## config.mk

```make
export PLATFORM = sky130hd
export DESIGN_NAME = channel_mixer
export DESIGN_NICKNAME = d
export VERILOG_FILES = /design/src/rtl/channel_mixer.sv
export SDC_FILE = /design/constraint.sdc
export NUM_CORES = 1
export LEC_CHECK = 0
export ABC_AREA = 1
export CORE_MARGIN = 5
export CORE_UTILIZATION = 57
export CTS_CLUSTER_DIAMETER = 40
export DETAILED_ROUTE_END_ITERATION = 12
export HOLD_SLACK_MARGIN = 0.1
export PLACE_DENSITY_LB_ADDON = 0.15
export SYNTH_ARGS = -nofsm -noshare
export SYNTH_HDL_FRONTEND = slang
export SYNTH_SLANG_ARGS = --single-unit
```

## constraint.sdc

```tcl
create_clock -name clk -period 9 [get_ports clk]
set_input_delay 1.35 -clock clk [delete_from_list [all_inputs] [get_ports clk]]
set_output_delay 1.35 -clock clk [all_outputs]
set_load 0.005 [all_outputs]
```

## src/rtl/channel_mixer.sv

```systemverilog
// Eight-channel sequential mixer: captures one sample set, accumulates enabled channels
// over eight cycles, then holds the result for an output handshake. Define MIXER_SAT_EN for saturation.
module channel_mixer (
    input  logic        clk,
    input  logic        rst_n,
    input  logic [15:0] sig_in_1,
    input  logic [15:0] sig_in_2,
    input  logic [15:0] sig_in_3,
    input  logic [15:0] sig_in_4,
    input  logic [15:0] sig_in_5,
    input  logic [15:0] sig_in_6,
    input  logic [15:0] sig_in_7,
    input  logic [15:0] sig_in_8,
    input  logic [7:0]  ch_en,
    input  logic        in_valid,
    output logic        in_ready,
    output logic [15:0] mix_out,
    output logic        sat_flag,
    output logic        out_valid,
    input  logic        out_ready,
    output logic        busy
);

    typedef enum logic [1:0] {
        IDLE  = 2'd0,
        ACCUM = 2'd1,
        HOLD  = 2'd2
    } state_t;

    state_t             state;
    state_t             state_next;

    logic [15:0]        cap [8];
    logic [7:0]         en_r;
    logic signed [19:0] acc;
    logic [2:0]         idx;
    logic signed [19:0] term;
    logic signed [19:0] sum;
    logic [15:0]        mix_next;
    logic               accept;
    logic               last_step;

    assign accept    = (state == IDLE) && in_valid;
    assign last_step = (state == ACCUM) && (idx == 3'd7);
    assign in_ready  = (state == IDLE);
    assign busy      = (state != IDLE);

    always_comb begin
        term = '0;
        if (en_r[idx]) begin
            term = {{4{cap[idx][15]}}, cap[idx]};
        end
        sum = acc + term;
    end

    always_ff @(posedge clk) begin
        if (!rst_n) begin
            state <= IDLE;
        end else begin
            state <= state_next;
        end
    end

    always_comb begin
        state_next = state;
        case (state)
            IDLE:    if (in_valid)  state_next = ACCUM;
            ACCUM:   if (idx == 3'd7) state_next = HOLD;
            HOLD:    if (out_ready) state_next = IDLE;
            default: state_next = IDLE;
        endcase
    end

    always_ff @(posedge clk) begin
        if (!rst_n) begin
            acc       <= '0;
            idx       <= '0;
            en_r      <= '0;
            mix_out   <= '0;
            out_valid <= 1'b0;
            for (int unsigned i = 0; i < 8; i++) begin
                cap[i] <= '0;
            end
        end else begin
            if (accept) begin
                cap[0] <= sig_in_1;
                cap[1] <= sig_in_2;
                cap[2] <= sig_in_3;
                cap[3] <= sig_in_4;
                cap[4] <= sig_in_5;
                cap[5] <= sig_in_6;
                cap[6] <= sig_in_7;
                cap[7] <= sig_in_8;
                en_r   <= ch_en;
                acc    <= '0;
                idx    <= '0;
            end
            if (state == ACCUM) begin
                acc <= sum;
                idx <= idx + 3'd1;
            end
            if (last_step) begin
                mix_out   <= mix_next;
                out_valid <= 1'b1;
            end else if ((state == HOLD) && out_ready) begin
                out_valid <= 1'b0;
            end
        end
    end

`ifdef MIXER_SAT_EN
    logic sat_next;

    always_comb begin
        mix_next = sum[15:0];
        sat_next = 1'b0;
        if (sum > 20'sd32767) begin
            mix_next = 16'h7FFF;
            sat_next = 1'b1;
        end else if (sum < -20'sd32768) begin
            mix_next = 16'h8000;
            sat_next = 1'b1;
        end
    end

    always_ff @(posedge clk) begin
        if (!rst_n) begin
            sat_flag <= 1'b0;
        end else if (last_step) begin
            sat_flag <= sat_next;
        end
    end
`else
    // Wrap mode keeps only the low half of the sum; the guard bits are intentionally dropped.
    logic [3:0] unused_sum_hi;

    assign unused_sum_hi = sum[19:16];
    assign mix_next      = sum[15:0];
    assign sat_flag      = 1'b0;
`endif

endmodule

```

==> impl_summary.txt, run 1 <==
----------------------------------------------------
[Run status]
  Result of the run ... complete, no violations

[CTS]
  Master cell of the clock root buffer ... sky130_fd_sc_hd__clkbuf_16
  Clock Pin Slew Worst Setup and Hold Paths ... 60 ps
  TritonCTS clock tree ... built
  Setup Buffers After CTS ... 0
  Max Buffers Root-to-Sink ... 2
  Clock latency at the later pin of the worst-skew pair ... 430 ps
  Number of instances resized during post-cts repair ... 0
  Max H-tree Level ... 4
  CTS Hold Bufs ... 0
  Clock sinks ... 177
  Number of buffers created by CTS ... 17

[STA]
  Peak clock frequency supported by timing ... 274 MHz
  Worst slew margin ... 18.9%
  Post-route setup TNS ... 0 ps
  Worst Hold Slack ... 468 ps
  Final worst clock skew ... 7.53 ps
  Max-slew violations ... 0
  Post-route fraction of the period consumed by the critical path ... 40.6%
  Total count of hold-check failures in the final report ... 0
  Final setup violation count ... 0
  Final worst-path setup slack ... 5350 ps
  Min Tclk post-route ... 3650 ps
  Unrepaired setup endpoints after global routing ... false
  Pin slew with the least headroom to its limit ... 1220 ps

[Setup path]
  R2R Setup Slk ... 5350 ps
  Critical path data arrival time ... 4000 ps
  Worst setup path category ... flop to flop
  WP data required ... 9350 ps
  R2r endpoint ... acc[12]$_SDFFE_PN0N_
  Critical-path maximum fanout ... 33
  Number of cells on the worst reg-to-reg path ... 19
  Type of origin of the critical path ... flop
  Setup crit end kind ... flop

[Power]
  Worst VDD drop ... 0.142 mV
  PwrDens ... 181 nW/um2
  Total leakage power ... 5.30 nW

[Floorplan]
  Die Height ... 134 um
  Die ar. ... 18000 um2
  Effective utilization at floorplan ... 57.9%
  Core outline area ... 15200 um2
  Std cell rows ... 45
  X dimension of the die ... 134 um
  Io pins ... 160

[Yosys]
  Yosys reg bits ... 177
  Top cells by area in the synthesized netlist ... sky130_fd_sc_hd__edfxtp_1 (44%), sky130_fd_sc_hd__dfxtp_1 (11%), sky130_fd_sc_hd__nand2_1 (9.0%)
  Number of distinct library cells after synthesis ... 38
  Primary flip-flop cell chosen by synthesis mapping ... sky130_fd_sc_hd__edfxtp_1
  Number of synthesis warnings ... 0
  Synthesized area per cell ... 8.35 um2
  Fraction of synthesis flops using an asynchronous set or reset pin ... 0%
  Sequential-to-total area share from yosys stat ... 54.8%
  Syn Nets ... 1212
  Area leader, netlist ... sky130_fd_sc_hd__edfxtp_1
  Proportion of netlist area held by the largest area contributor ... 43.7%
  Gate count after technology mapping ... 1054
  Cell area after synthesis ... 8800 um2
  Number of enable-type register cells in the synthesized netlist ... 128

[Routing]
  Residual antenna-violating net count after detailed routing ... 0
  Routed wire per std cell ... 14.4 um
  Total detailed-routing wirelength ... 20.0 mm
  Met2 wire len ... 9.60 mm
  Detail-routed via count per cell ... 5.05
  Post-route met1 wirelength ... 8.75 mm
  Detailed Route Iter0 Violations ... 705
  DRC violation count after routing ... 0
  Number of vias after detailed routing ... 7008
  Detailed Routing Iterations Pass 1 ... 5
  Highest routed metal layer ... met4
  Routed wl met3 ... 1.29 mm

[Job]
  Max Cap Violations ... 0

[Min path]
  Startpoint of the tightest hold check path ... mix_out[0]$_SDFFE_PN0P_
  Endpoint of the worst hold path ... mix_out[0]$_SDFFE_PN0P_
  Number of cells on the worst hold path ... 2
  Class of the tightest hold or removal check ... flop to flop

[Finish]
  Post-route core utilization ... 72.8%
  Diode count ... 0
  Synth-to-layout area growth ... 25.8%
  Most frequent cells in the layout ... sky130_fd_sc_hd__nand2_1 (209), sky130_fd_sc_hd__inv_1 (198), sky130_fd_sc_hd__nor2_1 (167)
  Final layout net count ... 1344
  Leading cell type in the layout, fill and taps excluded ... sky130_fd_sc_hd__nand2_1
  Share of cells above drive strength 1 ... 5.34%

[Placement]
  Final weighted congestion of routability-driven global placement ... 0.894
  HPWL after detailed placement ... 13.6 mm
  Post-placement worst setup slack ... 5210 ps
  Port Buffer Count ... 158

[GRT]
  Total congestion overflow ... 0
  Wire length of the first global-routing pass ... 32.0 mm
  Largest net degree at the start of global routing ... 100
  Initial antenna violation count ... 0
  Global-route usage over all layers ... 22.5%
  Vias in the first global route ... 6505

----------------------------------------------------
==> through the flow <==
stage,area [um2],power [mW],cells
floorplan,8800,1.12,1054
global placement,10400,1.23,1355
detailed placement,10400,1.23,1355
CTS,11100,2.01,1387
global route,11100,2.08,1387
finish,11100,2.00,1387
==> synth_stat cells, types with 8 or more instances <==
library cell	instances
sky130_fd_sc_hd__nand3_1	32
sky130_fd_sc_hd__o21ai_0	79
sky130_fd_sc_hd__inv_1	198
sky130_fd_sc_hd__o21bai_1	12
sky130_fd_sc_hd__o22ai_1	30
sky130_fd_sc_hd__nor2_1	167
sky130_fd_sc_hd__edfxtp_1	128
sky130_fd_sc_hd__clkbuf_1	25
sky130_fd_sc_hd__xor2_1	8
sky130_fd_sc_hd__ha_1	17
sky130_fd_sc_hd__dfxtp_1	49
sky130_fd_sc_hd__buf_2	15
sky130_fd_sc_hd__a21oi_1	30
sky130_fd_sc_hd__nand2_1	210
==> worst max-delay path: stages (launching register included) <==
cell and delay (ps):
sky130_fd_sc_hd__dfxtp_1 300, sky130_fd_sc_hd__buf_4 230, sky130_fd_sc_hd__inv_1 770, sky130_fd_sc_hd__o21ai_0 210, sky130_fd_sc_hd__o22ai_1 180, sky130_fd_sc_hd__nand2_1 90, sky130_fd_sc_hd__nand2_1 100, sky130_fd_sc_hd__nand2_1 50
sky130_fd_sc_hd__inv_1 70, sky130_fd_sc_hd__ha_1 160, sky130_fd_sc_hd__inv_1 60, sky130_fd_sc_hd__fa_1 410, sky130_fd_sc_hd__o21ai_2 240, sky130_fd_sc_hd__nand2_1 70, sky130_fd_sc_hd__nand2_1 100, sky130_fd_sc_hd__nand2_1 60
sky130_fd_sc_hd__nand2_1 70, sky130_fd_sc_hd__xor2_1 190, sky130_fd_sc_hd__nand2_1 90, sky130_fd_sc_hd__a21oi_2 130
==> worst max path at each step <==
| stage | slack, ps | startpoint | endpoint |
|---|---|---|---|
| floorplan | 4170 | rst_n | cap[0][0]$_SDFFCE_PN0P_ |
| detailed placement | 5210 | rst_n | cap[3][11]$_SDFFCE_PN0P_ |
| CTS | 5360 | flop | acc[12]$_SDFFE_PN0N_ |
| global placement | 5250 | rst_n | cap[1][8]$_SDFFCE_PN0P_ |
| finish | 5350 | flop | acc[12]$_SDFFE_PN0N_ |
| global route | 5020 | flop | acc[12]$_SDFFE_PN0N_ |
==> registers in the layout (all words and copies together), names as in the netlist, named ones only <==
name	count
acc	16
idx	3
en_r	8
cap	128
out_valid	1
mix_out	16
state	2
==> cell type report <==
type,count,area (um2)
sequential,177,4830
fill,1182,4130
multi-input combinational,622,3000
timing repair buffer,161,1600
inverter,207,782
clock buffer,18,429
tap,188,235
clock inverter,14,201
==> logic make-up (layout without fill, tap and decap cells) <==
kind of cell / after synthesis / after routing / share of synthesized area (%)
AO/OA/AOI/OAI: 164 / 164 / 10.6
XOR/XNOR: 11 / 11 / 1.18
adder cells (fa/ha/maj): 18 / 18 / 2.64
buffers and inverters: 255 / 400 / 11.3
flip-flops: 177 / 177 / 54.8
other: 1 / 1 / 0.0426
AND/OR/NAND/NOR: 428 / 428 / 19.4
==> layer usage <==
metal	GRT usage, %	vias up
li1	-	3582
met1	30.3	3155
met2	37.4	241
met3	4.28	30
met4	6.79	0
met5	0	-
==> power breakdown <==
part	internal [mW]	switching, mW
clock	0.470	0.316
combinational	0.110	0.155
sequential	0.936	0.0166
total	1.52	0.487
Power figures use the tool's default switching activity.
==> run 2: changes to the inputs <==
--- a/config.mk
+++ b/config.mk
@@ -7,7 +7,7 @@
 export LEC_CHECK = 0
 export ABC_AREA = 1
 export CORE_MARGIN = 5
-export CORE_UTILIZATION = 57
+export CORE_UTILIZATION = 53
 export CTS_CLUSTER_DIAMETER = 40
 export DETAILED_ROUTE_END_ITERATION = 12
 export HOLD_SLACK_MARGIN = 0.1
==> constraint.sdc (replaced) <==
create_clock -name clk -period 3.77 [get_ports clk]
set_input_delay 0.5655 -clock clk [delete_from_list [all_inputs] [get_ports clk]]
set_output_delay 0.5655 -clock clk [all_outputs]
set_load 0.005 [all_outputs]
==> run 2 against run 1 <==
Worst hold slack got worse by 5.8 ps. Sequential power rose by 140%. Final cell count rose by 2.5%. First-iteration DRC count fell by 21%. Highest routed layer unchanged. Die area rose by 7.0%. Non-clock buffer count rose by 3. Critical endpoint unchanged. Global-route usage fell by 1.3 points. Register-to-register slack got worse by 4600 ps. Worst setup slack got worse by 4600 ps. Fmax rose by 20%.
==> impl_summary.txt, run 2 (synthesized netlist as in run 1, its figures left out) <==
----------------------------------------------------
[Run status]
  Result of the run ... complete, no violations (unchanged)

[Routing]
  Total detailed-routing wirelength ... 20.6 mm (was 20.0 mm)
  Number of vias after detailed routing ... 6938 (was 7008)
  Detailed Route Iter0 Violations ... 554 (was 705)
  Detailed Routing Iterations Pass 1 ... 5 (unchanged)
  Routed wire per std cell ... 14.5 um (was 14.4 um)
  DRC violation count after routing ... 0 (unchanged)
  Residual antenna-violating net count after detailed routing ... 0 (unchanged)
  Detail-routed via count per cell ... 4.88 (was 5.05)

[STA]
  Post-route setup TNS ... 0 ps (unchanged)
  Post-route fraction of the period consumed by the critical path ... 80.5% (was 40.6%)
  Pin slew with the least headroom to its limit ... 1080 ps (was 1220 ps)
  Max-slew violations ... 0 (unchanged)
  Peak clock frequency supported by timing ... 329 MHz (was 274 MHz)
  Unrepaired setup endpoints after global routing ... false (unchanged)
  Worst slew margin ... 28.1% (was 18.9%)
  Final worst-path setup slack ... 735 ps (was 5350 ps)
  Final setup violation count ... 0 (unchanged)
  Min Tclk post-route ... 3030 ps (was 3650 ps)
  Total count of hold-check failures in the final report ... 0 (unchanged)
  Final worst clock skew ... 9.76 ps (was 7.53 ps)

[Placement]
  Final weighted congestion of routability-driven global placement ... 0.925 (was 0.894)
  Post-placement worst setup slack ... 729 ps (was 5210 ps)
  Area of placed instances ... 10500 um2 (was 10400 um2)
  HPWL after detailed placement ... 14.4 mm (was 13.6 mm)
  Port Buffer Count ... 158 (unchanged)

[GRT]
  Wire length of the first global-routing pass ... 32.8 mm (was 32.0 mm)
  Total congestion overflow ... 0 (unchanged)
  Vias in the first global route ... 6773 (was 6505)
  Initial antenna violation count ... 0 (unchanged)
  Largest net degree at the start of global routing ... 137 (was 100)
  Global-route usage over all layers ... 21.2% (was 22.5%)

[Floorplan]
  Die ar. ... 19300 um2 (was 18000 um2)
  Io pins ... 160 (unchanged)
  X dimension of the die ... 139 um (was 134 um)
  Die Height ... 139 um (was 134 um)
  Core outline area ... 16500 um2 (was 15200 um2)
  Effective utilization at floorplan ... 53.4% (was 57.9%)
  Std cell rows ... 47 (was 45)

[Finish]
  Synth-to-layout area growth ... 25.9% (was 25.8%)
  Final layout net count ... 1347 (was 1344)
  Largest registers ... cap: 128 flops, acc: 16 flops, mix_out: 16 flops (unchanged)
  Diode count ... 0 (unchanged)
  Max reg flops ... 128 (unchanged)
  Number of fillers in the final layout ... 1376 (was 1182)
  Total non-filler cell area in the finished layout ... 11100 um2 (about the same)
  Most frequent cells in the layout ... sky130_fd_sc_hd__nand2_1 (209), sky130_fd_sc_hd__inv_1 (198), sky130_fd_sc_hd__nor2_1 (167) (unchanged)
  Post-route core utilization ... 67.3% (was 72.8%)
  Flip-flop and latch area ... 4830 um2 (unchanged)
  Multi-input gate area in the final layout ... 3010 um2 (was 3000 um2)
  Leading cell type in the layout, fill and taps excluded ... sky130_fd_sc_hd__nand2_1 (unchanged)
  Share of cells above drive strength 1 ... 5.49% (was 5.34%)
  Most flops, register ... cap (unchanged)

[CTS]
  Max H-tree Level ... 4 (unchanged)
  Number of instances resized during post-cts repair ... 0 (unchanged)
  Clock latency at the later pin of the worst-skew pair ... 440 ps (was 430 ps)
  Clock sinks ... 177 (unchanged)
  Setup Buffers After CTS ... 0 (unchanged)
  CTS Hold Bufs ... 0 (unchanged)
  Master cell of the clock root buffer ... sky130_fd_sc_hd__clkbuf_16 (unchanged)
  TritonCTS clock tree ... built (unchanged)
  Number of buffers created by CTS ... 17 (unchanged)
  Clock Pin Slew Worst Setup and Hold Paths ... 70 ps (was 60 ps)
  Max Buffers Root-to-Sink ... 2 (unchanged)

[Setup path]
  Top cell family by delay on the critical path ... compound AO/OA/AOI/OAI gates (was buffers and inverters)
  CP Buf/Inv Count ... 3 (was 4)
  Setup crit end kind ... flop (unchanged)
  Crit-path slowest cell ... sky130_fd_sc_hd__inv_4 (was sky130_fd_sc_hd__inv_1)
  Type of origin of the critical path ... flop (unchanged)
  Critical-path maximum fanout ... 64 (was 33)
  Cell with the most instances on the worst path ... sky130_fd_sc_hd__nand2_1 (unchanged)
  Max incr delay on CP ... 450 ps (was 770 ps)
  Worst setup path category ... flop to flop (unchanged)
  Worst path cell trace ... inv_4 > o21ai_0 > o22ai_1 > nand2_1 > nand2_1 > nand2_1 > inv_1 > ha_1 > inv_1 > fa_1 > o21ai_2 > nand2_1 > nand2_1 > nand2_1 > nand2_1 > xor2_1 > nand2_1 > a21oi_2 (was buf_4 > inv_1 > o21ai_0 > o22ai_1 > nand2_1 > nand2_1 > nand2_1 > inv_1 > ha_1 > inv_1 > fa_1 > o21ai_2 > nand2_1 > nand2_1 > nand2_1 > nand2_1 > xor2_1 > nand2_1 > a21oi_2)
  WP data required ... 4130 ps (was 9350 ps)
  Critical path data arrival time ... 3390 ps (was 4000 ps)

[Power]
  Comb power frac ... 13.5% (was 13.2%)
  Final total power ... 4.63 mW (was 2.00 mW)
  Clock power frac ... 37.3% (was 39.2%)
  Net switching power ... 1.20 mW (was 0.487 mW)
  PwrDens ... 418 nW/um2 (was 181 nW/um2)
  Total leakage power ... 5.29 nW (was 5.30 nW)
  Worst VDD drop ... 0.323 mV (was 0.142 mV)
  Sw frac ... 25.9% (was 24.3%)
  Cell-internal power ... 3.43 mW (was 1.52 mW)
  Sequential share of power ... 49.2% (was 47.6%)

[Min path]
  Class of the tightest hold or removal check ... flop to flop (unchanged)

[Job]
  Max Cap Violations ... 0 (unchanged)

----------------------------------------------------
## run 2: cell count changes in the layout (fill, tap and decap cells not counted), sizes merged
cell / change
buf: +3
bufinv: -3
inv: +4
clkinvlp: -1
## run 2: power by group through the flow
stage	logic, mW	clock network [mW]	registers [mW]
floorplan	0.368	0	2.30
global placement	0.616	0	2.32
detailed placement	0.623	0	2.32
CTS	0.628	1.74	2.28
global route	0.696	1.82	2.29
finish	0.624	1.73	2.28
## run 2: worst reg2reg max path, cell delays in order (launching register included)
cell and delay [ps]:
sky130_fd_sc_hd__dfxtp_2 390, sky130_fd_sc_hd__inv_4 450, sky130_fd_sc_hd__o21ai_0 170, sky130_fd_sc_hd__o22ai_1 150
sky130_fd_sc_hd__nand2_1 70, sky130_fd_sc_hd__nand2_1 70, sky130_fd_sc_hd__nand2_1 60, sky130_fd_sc_hd__inv_1 70
sky130_fd_sc_hd__ha_1 150, sky130_fd_sc_hd__inv_1 50, sky130_fd_sc_hd__fa_1 410, sky130_fd_sc_hd__o21ai_2 230
sky130_fd_sc_hd__nand2_1 70, sky130_fd_sc_hd__nand2_1 90, sky130_fd_sc_hd__nand2_1 60, sky130_fd_sc_hd__nand2_1 70
sky130_fd_sc_hd__xor2_1 180, sky130_fd_sc_hd__nand2_1 90, sky130_fd_sc_hd__a21oi_2 130
## run 2: stage by stage
step / std cells / hold WS (ps)
after floorplan: 1054 / 443
after global placement: 1390 / 451
after detailed placement: 1390 / 457
after CTS: 1422 / 466
after global routing: 1422 / 496
final: 1422 / 462
## run 2: worst paths after layout
check                               start                 endpoint  slack, ps  cells past startpoint
setup / recovery                     flop     acc[12]$_SDFFE_PN0N_        740                     18
hold / removal    mix_out[0]$_SDFFE_PN0P_  mix_out[0]$_SDFFE_PN0P_        460                      2
setup reg to reg                     flop     acc[12]$_SDFFE_PN0N_        740                     18
hold reg to reg   mix_out[0]$_SDFFE_PN0P_  mix_out[0]$_SDFFE_PN0P_        460                      2
## run 2: final cells by class
cell class                      instances  share of cell area (%)
Timing Repair Buffer                  164                    14.6
Sequential cell                       177                    43.6
Inverter                              207                    7.06
Clock inverter                         14                    1.25
Multi-Input combinational cell        622                    27.1
Tap cell                              220                    2.48
Clock buffer                           18                    3.87
## run 2: metal layers
metal  wire length [um]  part of all wire [%]  global-route usage, %  vias to the layer above
met5                  0                     0                      0                        -
met4                424                   2.1                   7.52                        0
met3               1060                   5.2                   3.52                       40
met2              10100                    49                   36.2                      194
met1               9020                    44                   27.5                     3120
li1                   -                     -                      -                     3584
